==> src/rtl/cpu_decode_pkg.sv <==
// cpu_decode_pkg: form encodings, opcode class sets and the decoded-bundle type shared by the decode stage
package cpu_decode_pkg;
    localparam int OP_W = 8;
    // Defined form1 opcodes: 0x01-0x15 and 0x19-0x39; 0x00 (bad) and everything else is undefined
    localparam logic [63:0] DEF_MASK = 64'h03FF_FFFF_FE3F_FFFE;
    typedef enum logic [1:0] {FORM1 = 2'd0, FORM2 = 2'd2, FORM3 = 2'd3} form_e;
    typedef struct packed {
        logic            valid;
        form_e           form;
        logic [OP_W-1:0] op;
        logic [3:0]      ria;
        logic [3:0]      rib;
        logic            reg_we;
        logic [31:0]     imm;
        logic            mem_rd;
        logic            mem_wr;
        logic            illegal;
        logic [31:0]     pc;
    } bundle_t;
    function automatic logic is_operand(input logic [7:0] op);
        return op inside {8'h01, 8'h03, 8'h08, 8'h09, 8'h0c, 8'h0d, 8'h1a, 8'h1b, 8'h1d, 8'h1e,
                          8'h20, 8'h22, 8'h23, [8'h36:8'h39]};
    endfunction
    function automatic logic is_load(input logic [7:0] op);
        return op inside {8'h06, 8'h08, 8'h0c, 8'h1c, 8'h1d, 8'h21, 8'h22, 8'h36, 8'h38};
    endfunction
    function automatic logic is_store(input logic [7:0] op);
        return op inside {8'h09, 8'h0b, 8'h0d, 8'h1e, 8'h1f, 8'h23, 8'h24, 8'h37, 8'h39};
    endfunction
    // ALU, move and load-immediate ops that write riA
    function automatic logic is_writer(input logic [7:0] op);
        return op inside {8'h01, 8'h02, 8'h05, [8'h10:8'h15], 8'h1b, 8'h20, [8'h26:8'h2f], [8'h31:8'h34]};
    endfunction
    // Register-register ops that read both riA and riB
    function automatic logic is_regreg(input logic [7:0] op);
        return op inside {8'h02, 8'h05, 8'h0e, [8'h10:8'h15], [8'h26:8'h2f], [8'h31:8'h34]};
    endfunction
    function automatic logic is_defined(input logic [7:0] op);
        return op[7:6] == 2'b00 && DEF_MASK[op[5:0]];
    endfunction
endpackage

==> src/rtl/cpu_decode_comb.sv <==
// cpu_decode_comb: purely combinational moxie field and class decoder
//   opcode/operand/pc : instruction word, trailing immediate word and its address
//   dec               : decoded bundle (valid always 1; the parent qualifies it)
//   reads_a/reads_b   : instruction sources riA / riB (for the load-use interlock)
module cpu_decode_comb import cpu_decode_pkg::*; (
    input  logic [15:0] opcode,
    input  logic [31:0] operand,
    input  logic [31:0] pc,
    output bundle_t     dec,
    output logic        reads_a,
    output logic        reads_b
);
    logic [7:0] op1;
    logic       f1;
    logic       f2;
    assign op1 = opcode[15:8];
    assign f1  = ~opcode[15];
    assign f2  = opcode[15:14] == 2'b10;
    always_comb begin
        dec.valid   = 1'b1;
        dec.form    = f1 ? FORM1 : f2 ? FORM2 : FORM3;
        dec.op      = f1 ? op1 : f2 ? {6'b0, opcode[13:12]} : {4'b0, opcode[13:10]};
        dec.ria     = f2 ? opcode[11:8] : opcode[7:4];
        dec.rib     = opcode[3:0];
        // form3 offset is in halfwords; execute adds the byte offset to PC+2
        dec.imm     = f1 ? (is_operand(op1) ? operand : 32'd0) :
                      f2 ? {24'b0, opcode[7:0]} : {{21{opcode[9]}}, opcode[9:0], 1'b0};
        dec.mem_rd  = f1 & is_load(op1);
        dec.mem_wr  = f1 & is_store(op1);
        dec.illegal = f1 & ~is_defined(op1);
        dec.reg_we  = f1 ? (is_load(op1) | is_writer(op1)) : (f2 & (opcode[13:12] != 2'b11));
        dec.pc      = pc;
        reads_a     = f1 ? is_regreg(op1) : f2;
        reads_b     = f1 & (is_regreg(op1) | is_store(op1));
    end
endmodule

==> src/rtl/cpu_decode.sv <==
// cpu_decode: moxie decode stage with registered bundle, stall/flush handling and load-use bubble
//   clk_i, rst_i (async, active-low)
//   opcode_i/operand_i/valid_i/PC_i : instruction from fetch
//   stall_i : execute holding, flush_i : kill held and incoming instruction
//   stall_o : decode not accepting (to fetch)
//   valid_o/form_o/op_o/riA_o/riB_o/reg_we_o/imm_o/mem_rd_o/mem_wr_o/illegal_o/PC_o : decoded bundle
module cpu_decode import cpu_decode_pkg::*; #(
    parameter int NUM_REGS = 16
) (
    input  logic                        clk_i,
    input  logic                        rst_i,
    input  logic [15:0]                 opcode_i,
    input  logic [31:0]                 operand_i,
    input  logic                        valid_i,
    input  logic [31:0]                 PC_i,
    input  logic                        stall_i,
    input  logic                        flush_i,
    output logic                        stall_o,
    output logic                        valid_o,
    output logic [1:0]                  form_o,
    output logic [OP_W-1:0]             op_o,
    output logic [$clog2(NUM_REGS)-1:0] riA_o,
    output logic [$clog2(NUM_REGS)-1:0] riB_o,
    output logic                        reg_we_o,
    output logic [31:0]                 imm_o,
    output logic                        mem_rd_o,
    output logic                        mem_wr_o,
    output logic                        illegal_o,
    output logic [31:0]                 PC_o
);
    localparam int RW = $clog2(NUM_REGS);
    bundle_t dec;
    bundle_t q;
    logic    reads_a;
    logic    reads_b;
    logic    hazard;
    logic    hz_q;
    cpu_decode_comb u_comb (
        .opcode  (opcode_i),
        .operand (operand_i),
        .pc      (PC_i),
        .dec     (dec),
        .reads_a (reads_a),
        .reads_b (reads_b)
    );
    // Incoming op reads the register the load now in the output bundle is about to write
    assign hazard  = valid_i & q.valid & q.mem_rd & ~hz_q &
                     ((reads_a & (dec.ria == q.ria)) | (reads_b & (dec.rib == q.ria)));
    assign stall_o = stall_i | (hazard & ~flush_i);
    always_ff @(posedge clk_i or negedge rst_i)
        if (!rst_i) begin
            q    <= '0;
            hz_q <= 1'b0;
        end else if (flush_i) begin
            q    <= '0;
            hz_q <= 1'b0;
        end else if (!stall_i) begin
            q    <= (valid_i & ~hazard) ? dec : '0;
            hz_q <= hazard;
        end
    assign valid_o   = q.valid;
    assign form_o    = q.form;
    assign op_o      = q.op;
    assign riA_o     = RW'(q.ria);
    assign riB_o     = RW'(q.rib);
    assign reg_we_o  = q.reg_we;
    assign imm_o     = q.imm;
    assign mem_rd_o  = q.mem_rd;
    assign mem_wr_o  = q.mem_wr;
    assign illegal_o = q.illegal;
    assign PC_o      = q.pc;
endmodule

==> config.mk <==
export PLATFORM = sky130hd
export DESIGN_NAME = cpu_decode
export DESIGN_NICKNAME = d
export VERILOG_FILES = /design/src/rtl/cpu_decode_pkg.sv /design/src/rtl/cpu_decode_comb.sv /design/src/rtl/cpu_decode.sv
export SDC_FILE = /design/constraint.sdc
export NUM_CORES = 1
export LEC_CHECK = 0
export CAP_MARGIN = 10
export CORE_ASPECT_RATIO = 0.75
export CORE_MARGIN = 2
export CORE_UTILIZATION = 40
export CTS_BUF_LIST = sky130_fd_sc_hd__clkbuf_4 sky130_fd_sc_hd__clkbuf_8
export CTS_CLUSTER_SIZE = 12
export DETAILED_ROUTE_END_ITERATION = 6
export HOLD_SLACK_MARGIN = 0.03
export PLACE_DENSITY = 0.82
export SLEW_MARGIN = 30
export SYNTH_ARGS = -nofsm -noshare
export SYNTH_HDL_FRONTEND = slang
export SYNTH_SLANG_ARGS = --single-unit
export TNS_END_PERCENT = 50
==> constraint.sdc <==
create_clock -name clk_i -period 4.6 [get_ports clk_i]
set_input_delay 0.46 -clock clk_i [delete_from_list [all_inputs] [get_ports clk_i]]
set_output_delay 0.46 -clock clk_i [all_outputs]
set_load 0.02 [all_outputs]
Yosys cells after proc, flatten, opt, wreduce, memory -nomap -nowiden
Memories as Yosys holds them, arrays and structs flattened.
Index checks and enable logic that the tools add are counted.
W data, S select, Z words.
{"block": "classes", "add_sub_neg": 0, "multipliers": 0, "n_div": 0, "magnitude_cmp": 9, "eq_ne": 31, "shift": 0, "mux": 16, "bitwise_logic": 22, "n_reduce_logical": 11}
{"cell": "$mux W87", "n": 3}
{"cell": "$mux W32", "n": 3}
{"cell": "$eq A8 B6 Y1 const B", "n": 9}
{"cell": "$eq A8 B4 Y1 const B", "n": 6}
{"cell": "$eq A8 B5 Y1 const B", "n": 6}
{"cell": "$ge A8 B6 Y1 const B", "n": 3}
{"cell": "$le A8 B6 Y1 const B", "n": 3}
{"cell": "$reduce_bool A9 Y1", "n": 2}
{"cell": "$eq A8 B2 Y1 const B", "n": 2}
{"cell": "$eq A8 B3 Y1 const B", "n": 2}
{"cell": "$reduce_bool A14 Y1", "n": 1}
{"cell": "$and A1 B1 Y1", "n": 13}
{"cell": "$eq A4 B4 Y1", "n": 2}
{"cell": "$eq A8 B1 Y1 const B", "n": 1}
{"cell": "$ge A8 B5 Y1 const B", "n": 1}
{"cell": "$le A8 B5 Y1 const B", "n": 1}
{"cell": "$mux W4", "n": 2}
{"cell": "$mux W8", "n": 1}
{"cell": "$reduce_bool A8 Y1", "n": 1}
{"cell": "$lt A6 B7 Y1 const B", "n": 1}
{"cell": "$mux W1", "n": 6}
{"cell": "$reduce_bool A6 Y1", "n": 1}
{"cell": "$logic_and A1 B1 Y1", "n": 5}
{"cell": "$not A1 Y1", "n": 5}
{"cell": "6 further kinds", "n": 9}
{"block": "totals", "ff_bits": 88, "latch_bits": 0, "mem_bits_rw": 0, "mem_bits_ro": 64, "inputBits": 85, "output_inout_bits": 88, "wordCells": 102, "n_memories": 1}
{"memory": "(name not given)", "words": 64, "width": 1, "read_ports": 1, "rd_clocked_by_memory_dff": 0, "write_ports": 0, "line": "cpu_decode_pkg.sv:39", "rtl": "return op[7:6] == 2'b00 && DEF_MASK[op[5:0]];"}

Depth between registers and ports, before layout
{"block": "logic_depth", "ltp_word": 13, "ltp_mapped": 10, "mapped_depth_nobuf": 6}

Modules after synthesis
From an unflattened synthesis, not the netlist that was laid out.
{"block": "hier_totals", "hier_cells": 525, "hier_area_um2": 5361.4}
{"mod": "cpu_decode", "instances": 1, "cells_per_inst": 319, "area_each_um2": 3951.3, "seq_area_each_um2": 2202.1}
{"mod": "cpu_decode_comb", "instances": 1, "cells_per_inst": 206, "area_each_um2": 1410.1, "seq_area_each_um2": 0.0}

Worst setup path before layout
Ideal clock, no wire load.
{"block": "synth_path", "kind": "input to output", "start": "input opcode_i[10]", "end": "output stall_o", "t_arrival_ns": 2.301, "required_ns": 4.140, "slack_ns": 1.839, "path_stages": 9, "n_path_buf": 3, "path_cell_list": "buf_4 -> or4b_4 -> nor4_2 -> nor4_1 -> o221a_1 -> o21a_1 -> buf_6 -> buf_6 -> o21bai_1"}
{"block": "synth_via", "elab_chain_cells": 10}
{"element": "start: declaration", "line": "cpu_decode.sv:12", "rtl": "input logic [15:0] opcode_i,"}
{"element": "$ge A8 B5 Y1 (tied with other cells)", "line": "cpu_decode_pkg.sv:36", "rtl": "return op inside {8'h02, 8'h05, 8'h0e, [8'h10:8'h15], [8'h26:8'h2f], [8'h31:8'h34]};"}
{"element": "$logic_and A1 B1 Y1", "line": "cpu_decode_pkg.sv:36"}
{"element": "$reduce_bool A6 Y1", "line": "cpu_decode_pkg.sv:36"}
{"element": "$or A1 B1 Y1", "line": "cpu_decode_comb.sv:34", "rtl": "reads_b = f1 & (is_regreg(op1) | is_store(op1));"}
{"element": "$and A1 B1 Y1", "line": "cpu_decode_comb.sv:34"}
{"element": "$and A1 B1 Y1", "line": "cpu_decode.sv:48", "rtl": "((reads_a & (dec.ria == q.ria)) | (reads_b & (dec.rib == q.ria)));"}
{"element": "$or A1 B1 Y1 (*)", "line": "cpu_decode.sv:48"}
{"element": "$and A1 B1 Y1 (*)", "line": "cpu_decode.sv:47", "rtl": "assign hazard = valid_i & q.valid & q.mem_rd & ~hz_q &"}
{"element": "$and A1 B1 Y1 (*)", "line": "cpu_decode.sv:49", "rtl": "assign stall_o = stall_i | (hazard & ~flush_i);"}
{"element": "$or A1 B1 Y1 (*)", "line": "cpu_decode.sv:49"}
{"element": "end: declaration", "line": "cpu_decode.sv:18", "rtl": "output logic stall_o,"}
Every way passes the cells marked *; elsewhere a longest branch is shown, timed or not.

Worst setup path in the final report
{"block": "layout_path", "start": "input opcode_i[11]", "end": "output stall_o"}
The elaborated chain is that of the path after synthesis.

==> impl_metrics.tcl <==
set metrics [dict create \
    synth_top_cells_by_count "dfrtp_1, o21ai_0, nand2_1" \
    crit_arrival_ns 3.48 \
    worstSetupStartpointType "input pin" \
    cp_slowest_stage_delay_ns 0.88 \
    routed-via-count 4669 \
    post-synth-top-area-cell "dfrtp_1" \
    grt_setup_unrepaired "false" \
    synth_fp_nets 599 \
    timing.setup.tns_ns 0 \
    syn_to_final_growth_pct 41.5 \
    routabilityCongestion 0.842 \
    synth_mux_area_share_pct 2.13 \
    end_kind "primary output" \
    fin_worst_skew_ns 0.0131 \
    critical_path.startpoint "opcode_i[11]" \
    cts-buffers-inserted 9 \
    place_ws_ns 0.738 \
    global_route.usage.total_pct 23.8 \
    routedWlPerCell_um 18.6 \
    clock_power_share_pct 34.9 \
    switching_share_pct 28.6 \
    clock-root-buffer "clkbuf_8" \
    final_max_slew_viol_count 0 \
    synth.top_cells.by_area "dfrtp_1, a32o_1, o21ai_0, nand2_1, nand3_1" \
    post_synth_num_cell_types 61 \
    worstPathRequired_ns 4.14 \
    post_cts_resized 0 \
    yosys_warnings 0 \
    mean_instance_size_in_the_synthesized_netlist_um2 9.27 \
    final_layout_size_suffix_gt1_share_pct 6.39 \
    synth_compound_area_share_pct 26.7 \
    finalNetCount 737 \
    postSynth.asyncResetShare_pct 100 \
    holdCritPathClass "input pin to async pin" \
    post_synth_fa_ha_maj_area_fraction_pct 0 \
    antennaDiodeCount 0 \
    cp_bufs_invs 2 \
    finalHoldViolCount 0 \
    post_synth_and_or_nand_nor_area_fraction_pct 14.8 \
    num_io_pins 173 \
    cp_cell_sequence "clkdlybuf4s50_1, nor4b_1, a21boi_1, nor4_1, o221a_1, o21a_2, o21bai_1, clkdlybuf4s50_1" \
    routed_wl_mm 15.2 \
    port_buffers 171 \
    p_comb_share_pct 19.7 \
    pwr-share-seq_pct 45.5 \
    timing.hold.ws_ns 0.135 \
    number_of_antenna_violations_at_the_first_check_in_global_routing 0 \
    cts_max_path_buffers 2 \
    p_per_area_nw_per_um2 263 \
    synth_xor_area_share_pct 2.02 \
    tritoncts "yes" \
    maximum_number_of_pins_on_one_net_before_global_route_repair 88 \
    dpl.hpwl_mm 10.4 \
    critical-path-top-cell-by-count "clkdlybuf4s50_1" \
    cts.sink_count 87 \
    ir_worst_vdd_mv 0.165 \
    die_h_um 98.5 \
    p_sw_uw 506 \
    post_cts_hold_buffer_count 0 \
    criticalPathCategory "input pin to primary output" \
    htree_levels 3 \
    slew_headroom_pct 45.2 \
    timing.critical_path.max_delay_family "buffers and inverters" \
    run_status "finished, final reports clean" \
    n_fill_cell 1041 \
    crit_slowest_cell "clkdlybuf4s50_1" \
    reg2reg_from "riA_o[2]$_DFFE_PN0P_" \
    synth-edff-count 0 \
    final_critical_path_setup_slack_ns 0.663 \
    first_global_vias 4399 \
    wire_length_of_the_first_global_routing_pass_mm 24.2 \
    cts.repair_timing.setup_buffer_count 0 \
    post-route-min-period_ns 3.94 \
    die_area_um2 12800 \
    leading_cell_type_by_number_of_instances_after_synthesis "dfrtp_1" \
    p_leak_uw 0.00280 \
    synth_top_family_by_area "compound AO/OA/AOI/OAI gates" \
    internal_power_uw 1270 \
    start_util_pct 41.0 \
    fmaxAchievable_mhz 254 \
    clk_latency_ns 0.36 \
    setup_viol 0 \
    finish.cell_count_without_fillers 819 \
    first_iter_violations 450 \
    finalCritPeriodShare_pct 85.6 \
    synth-seq-cells 87 \
    ys_seq_area_share_pct 45.7 \
    clk_transition_reported_paths_ns 0.09 \
    drv_cap 0 \
    detailed_route_drc_error_count 0 \
    synth_top_flop_cell "dfrtp_1" \
    numPlacedInstances 803 \
    post_drt_via_cell_ratio 5.70 \
    synth.cell_area_um2 4770 \
    drt.antenna.violating_nets 0 \
    synthCells 514 \
    netlist.area_leader.share_pct 45.7 \
    detailedRoute.firstPassIterationCount 5 \
    rows 34 \
    globalRouteOverflowTotal 0 \
    core_area_um2 11600 \
    worst-path-max-fanout 17 \
    tightest_slew_ns 0.822 \
    die_width_um 130 \
]
sequential cells by signal (all words and copies together), names as in the netlist:
signal,cells
mem_wr_o,1
riB_o,4
PC_o,32
mem_rd_o,1
hz_q,1
riA_o,4
illegal_o,1
imm_o,32
form_o,2
op_o,7
valid_o,1
reg_we_o,1
power groups by stage:
stage	combinational [µW]	sequential (µW)	clock [µW]
final	348	806	618
after global routing	376	809	665
after CTS	349	806	633
after detailed placement	347	821	0
after global placement	343	819	0
after floorplan	136	849	0
cells by family (layout without fill, tap and decap cells):
family                    after synthesis  in the layout
AOI/OAI and AO/OA                     176            176
and+or+nand+nor                       139            139
buffers and inverters                  90            233
DFF                                    87             87
xor gates and xnor gates               11             11
muxes                                  10             10
other                                   1              1
placed cells by master, fill, tap and decap left out, drive strengths merged, types with 4 or more instances in the layout:
| master | synthesis | layout |
|---|---|---|
| mux2i | 9 | 9 |
| nand2 | 59 | 59 |
| clkdlybuf4s50 | 0 | 169 |
| inv | 33 | 36 |
| nor2b | 5 | 5 |
| clkbuf | 31 | 9 |
| dfrtp | 87 | 87 |
| buf | 26 | 15 |
| nand2b | 4 | 4 |
| o21ai | 72 | 72 |
| xor2 | 8 | 8 |
| nand3 | 36 | 36 |
| a21oi | 9 | 9 |
| nor2 | 6 | 6 |
| o2111ai | 8 | 8 |
| o31ai | 5 | 5 |
| nor3 | 4 | 4 |
| a32o | 45 | 45 |
per-layer routing:
layer  GRT usage (%)  part of all wire, %
met1            34.8                   46
met2            36.2                   45
met5               0                    0
met4            5.62                  1.2
met3            5.32                  7.8
worst reg2reg max path: cells and delay by family (launching register included):
family / cells / cell delay, ns
AND/OR/NAND/NOR: 2 / 0.84
flip-flops: 1 / 0.48
XOR/XNOR: 1 / 0.20
buffers and inverters: 1 / 0.37
AO/OA/AOI/OAI: 3 / 0.77
worst paths after layout:
check                                              to  slack, ns  cells past startpoint
worst min-delay path             imm_o[5]$_DFFE_PN0P_       0.13                      1
worst max register to register  imm_o[20]$_DFFE_PN0P_       1.81                      7
min in group clk_i              imm_o[30]$_DFFE_PN0P_       0.49                      2
max in group asynchronous        reg_we_o$_DFFE_PN0P_       3.87                      1
worst max-delay path                          stall_o       0.66                      8
worst min register to register  imm_o[30]$_DFFE_PN0P_       0.49                      2
cell type report:
class                      instances  area [µm²]  area share, %
multi-input combinational        337        2210           32.7
sequential                        87        2180           32.3
timing repair buffer             184        1810           26.8
tap                              162         203           3.01
clock buffer                       9         124           1.84
inverter                          33         124           1.84
clock inverter                     7         103           1.52
through the flow:
step,power [µW],area [µm²],utilization (%)
2_1_floorplan,985,4770,-
3_3_place_gp,1160,6510,56.1
3_5_place_dp,1170,6520,56.1
4_1_cts,1790,6740,58.1
5_1_grt,1850,6740,58.1
6_report,1770,6740,58.1
Note: power is estimated with default switching activity, not from simulation.
==> RTL edit, RTL diff (same flow settings) <==
Change the parameter `NUM_REGS` from 16 to 32.
--- a/src/rtl/cpu_decode.sv
+++ b/src/rtl/cpu_decode.sv
@@ -5,7 +5,7 @@
 //   stall_o : decode not accepting (to fetch)
 //   valid_o/form_o/op_o/riA_o/riB_o/reg_we_o/imm_o/mem_rd_o/mem_wr_o/illegal_o/PC_o : decoded bundle
 module cpu_decode import cpu_decode_pkg::*; #(
-    parameter int NUM_REGS = 16
+    parameter int NUM_REGS = 32
 ) (
     input  logic                        clk_i,
     input  logic                        rst_i,
Ports: changed (resized riA_o and riB_o); port bits go from 173 to 175. No check against the original RTL was run, so the function may have changed too.
==> RTL edit against the unedited design <==
Sequential cell count unchanged; first-iteration DRC count is 23% lower; power is 1.2% lower; area after synthesis is 0.32% higher; non-clock buffer count decreased by 2; worst setup slack gained 0.051 ns; final area down 0.17%; routed wire length decreased by 3.6%; sequential power about the same; utilization decreased by 0.097 points; critical path type unchanged; critical endpoint unchanged; largest cell class unchanged.
==> RTL edit: results (changes against the unedited design) <==
Clock network
  • Clock tree buffer depth: 2 (unchanged)
  • CTS root buf: clkbuf_8
  • Register clock-pin slew on the reported worst setup and hold paths: 0.09 ns (about the same)
  • Skew-Pair Late Insertion Delay: 0.35 ns
  • Post-CTS sizing: 0 (unchanged)
  • TritonCTS Buffers: 9 (unchanged)

Place
  • # port buffers: 171 (unchanged)
  • Placement-stage cell area: 6507 sq um (-0.13%)
  • Placed insts: 803 (unchanged)
  • Post-DP HPWL: 10010 microns (-3.7%)
  • Routability congestion estimate: 0.8922 (+6.0%)

Route
  • Final wirelength: 14660 microns (-3.6%)
  • Vias: 4586 (-1.8%)
  • DRT iter0 DRCs: 348 (-23%)
  • Wire per inst: 17.90 microns (-3.6%)

GRT
  • Vias in the first global route: 4441 (+0.95%)
  • Global-route wire length before repair: 23370 microns (-3.4%)
  • Gr usage total: 22.92% (-0.92 points)

Synth
  • Ys async rst share: 100.0% (unchanged)
  • Seq/Total Area, Yosys: 45.54% (-0.14 points)
  • Commonest cells post-synth: dfrtp_1, o21ai_0, nand2_1
  • Synth area leaders: dfrtp_1, a32o_1, o21ai_0
  • Synth Area per Inst: 9.265 sq um (about the same)

Setup path
  • Slowest Stage Delay on Critical Path: 0.93 ns (+0.05 ns)
  • Reg2reg end: PC_o[4]$_DFFE_PN0P_
  • Max FO, Critical Path: 20 (+3)
  • Worst Reg-to-Reg Cells: 7 (unchanged)
  • Flop2flop setup slack: 1.96 ns (+0.15 ns)

Timing
  • Slew @ Worst Pin: 0.8664 ns (+0.04399 ns)
  • Slew Limit Fails: 0 (unchanged)
  • Post-Route Skew: 0.005861 ns (-0.007250 ns)

Hold path
  • Hold crit path type: in -> async

Pwr
  • Pleak: 0.002781 uW (-0.49%)
  • VDD IR max: 0.0001615 V (-2.1%)

Finish
  • Share of layout cells above drive strength 1: 5.936% (-0.46 points)
  • Final net count: 737 (unchanged)

Run status
  • Status: finished, final reports clean
-- RTL edit: changes by cell type after synthesis --
cell / change
buf_4: +2
-- RTL edit: worst max path at each step --
| stage | startpoint | to | slack, ns |
|---|---|---|---|
| detailed placement | opcode_i[14] | stall_o | 0.77 |
| floorplan | opcode_i[10] | stall_o | 1.84 |
| global placement | opcode_i[10] | stall_o | 0.79 |
| global route | opcode_i[14] | stall_o | 0.50 |
| finish | opcode_i[9] | stall_o | 0.71 |
| CTS | opcode_i[14] | stall_o | 0.74 |
-- RTL edit: cell type report --
| type | instances | area (sq um) |
|---|---|---|
| fillers | 1011 | 4882 |
| multi-input cells | 339 | 2213 |
| flip-flops and latches | 87 | 2177 |
| repair buffers | 182 | 1790 |
| well taps | 162 | 202.7 |
| clock buffers | 10 | 131.4 |
| inverters | 33 | 123.9 |
| clock inverters | 6 | 92.59 |
-- RTL edit: cell families after synthesis --
| family | share of synthesized area [%] |
|---|---|
| compound gates | 26.59 |
| xor+xnor | 2.015 |
| other cells | 0.07844 |
| buf+inv | 8.872 |
| mux | 2.120 |
| simple gates | 14.79 |
| flops | 45.54 |
-- RTL edit: layer usage --
| layer | vias up | wire length [microns] | GRT usage, % |
|---|---|---|---|
| met5 | - | 0 | 0 |
| met4 | 0 | 219 | 6.700 |
| met3 | 22 | 1120 | 5.592 |
| met2 | 203 | 6400 | 33.79 |
| met1 | 2209 | 6919 | 33.46 |
| li1 | 2152 | - | - |
-- RTL edit: power by group --
group / total, uW / internal (uW) / switching [uW] / leakage, uW
logic: 347 / 163 / 184 / 0.00148
registers: 805 / 789 / 16.6 / 0.00119
clock network: 600 / 315 / 285 / 0.000107
total: 1750 / 1270 / 485 / 0.00278
-- RTL edit: per-stage QoR --
step           hold WS (ns)  total power (uW)  worst slack, ns
3_5_place_dp         0.4700              1167           0.7670
6_report             0.1566              1751           0.7147
4_1_cts              0.1769              1776           0.7421
2_1_floorplan        0.1644             987.2            1.839
5_1_grt              0.1990              1841           0.4962
3_3_place_gp         0.4630              1163           0.7856
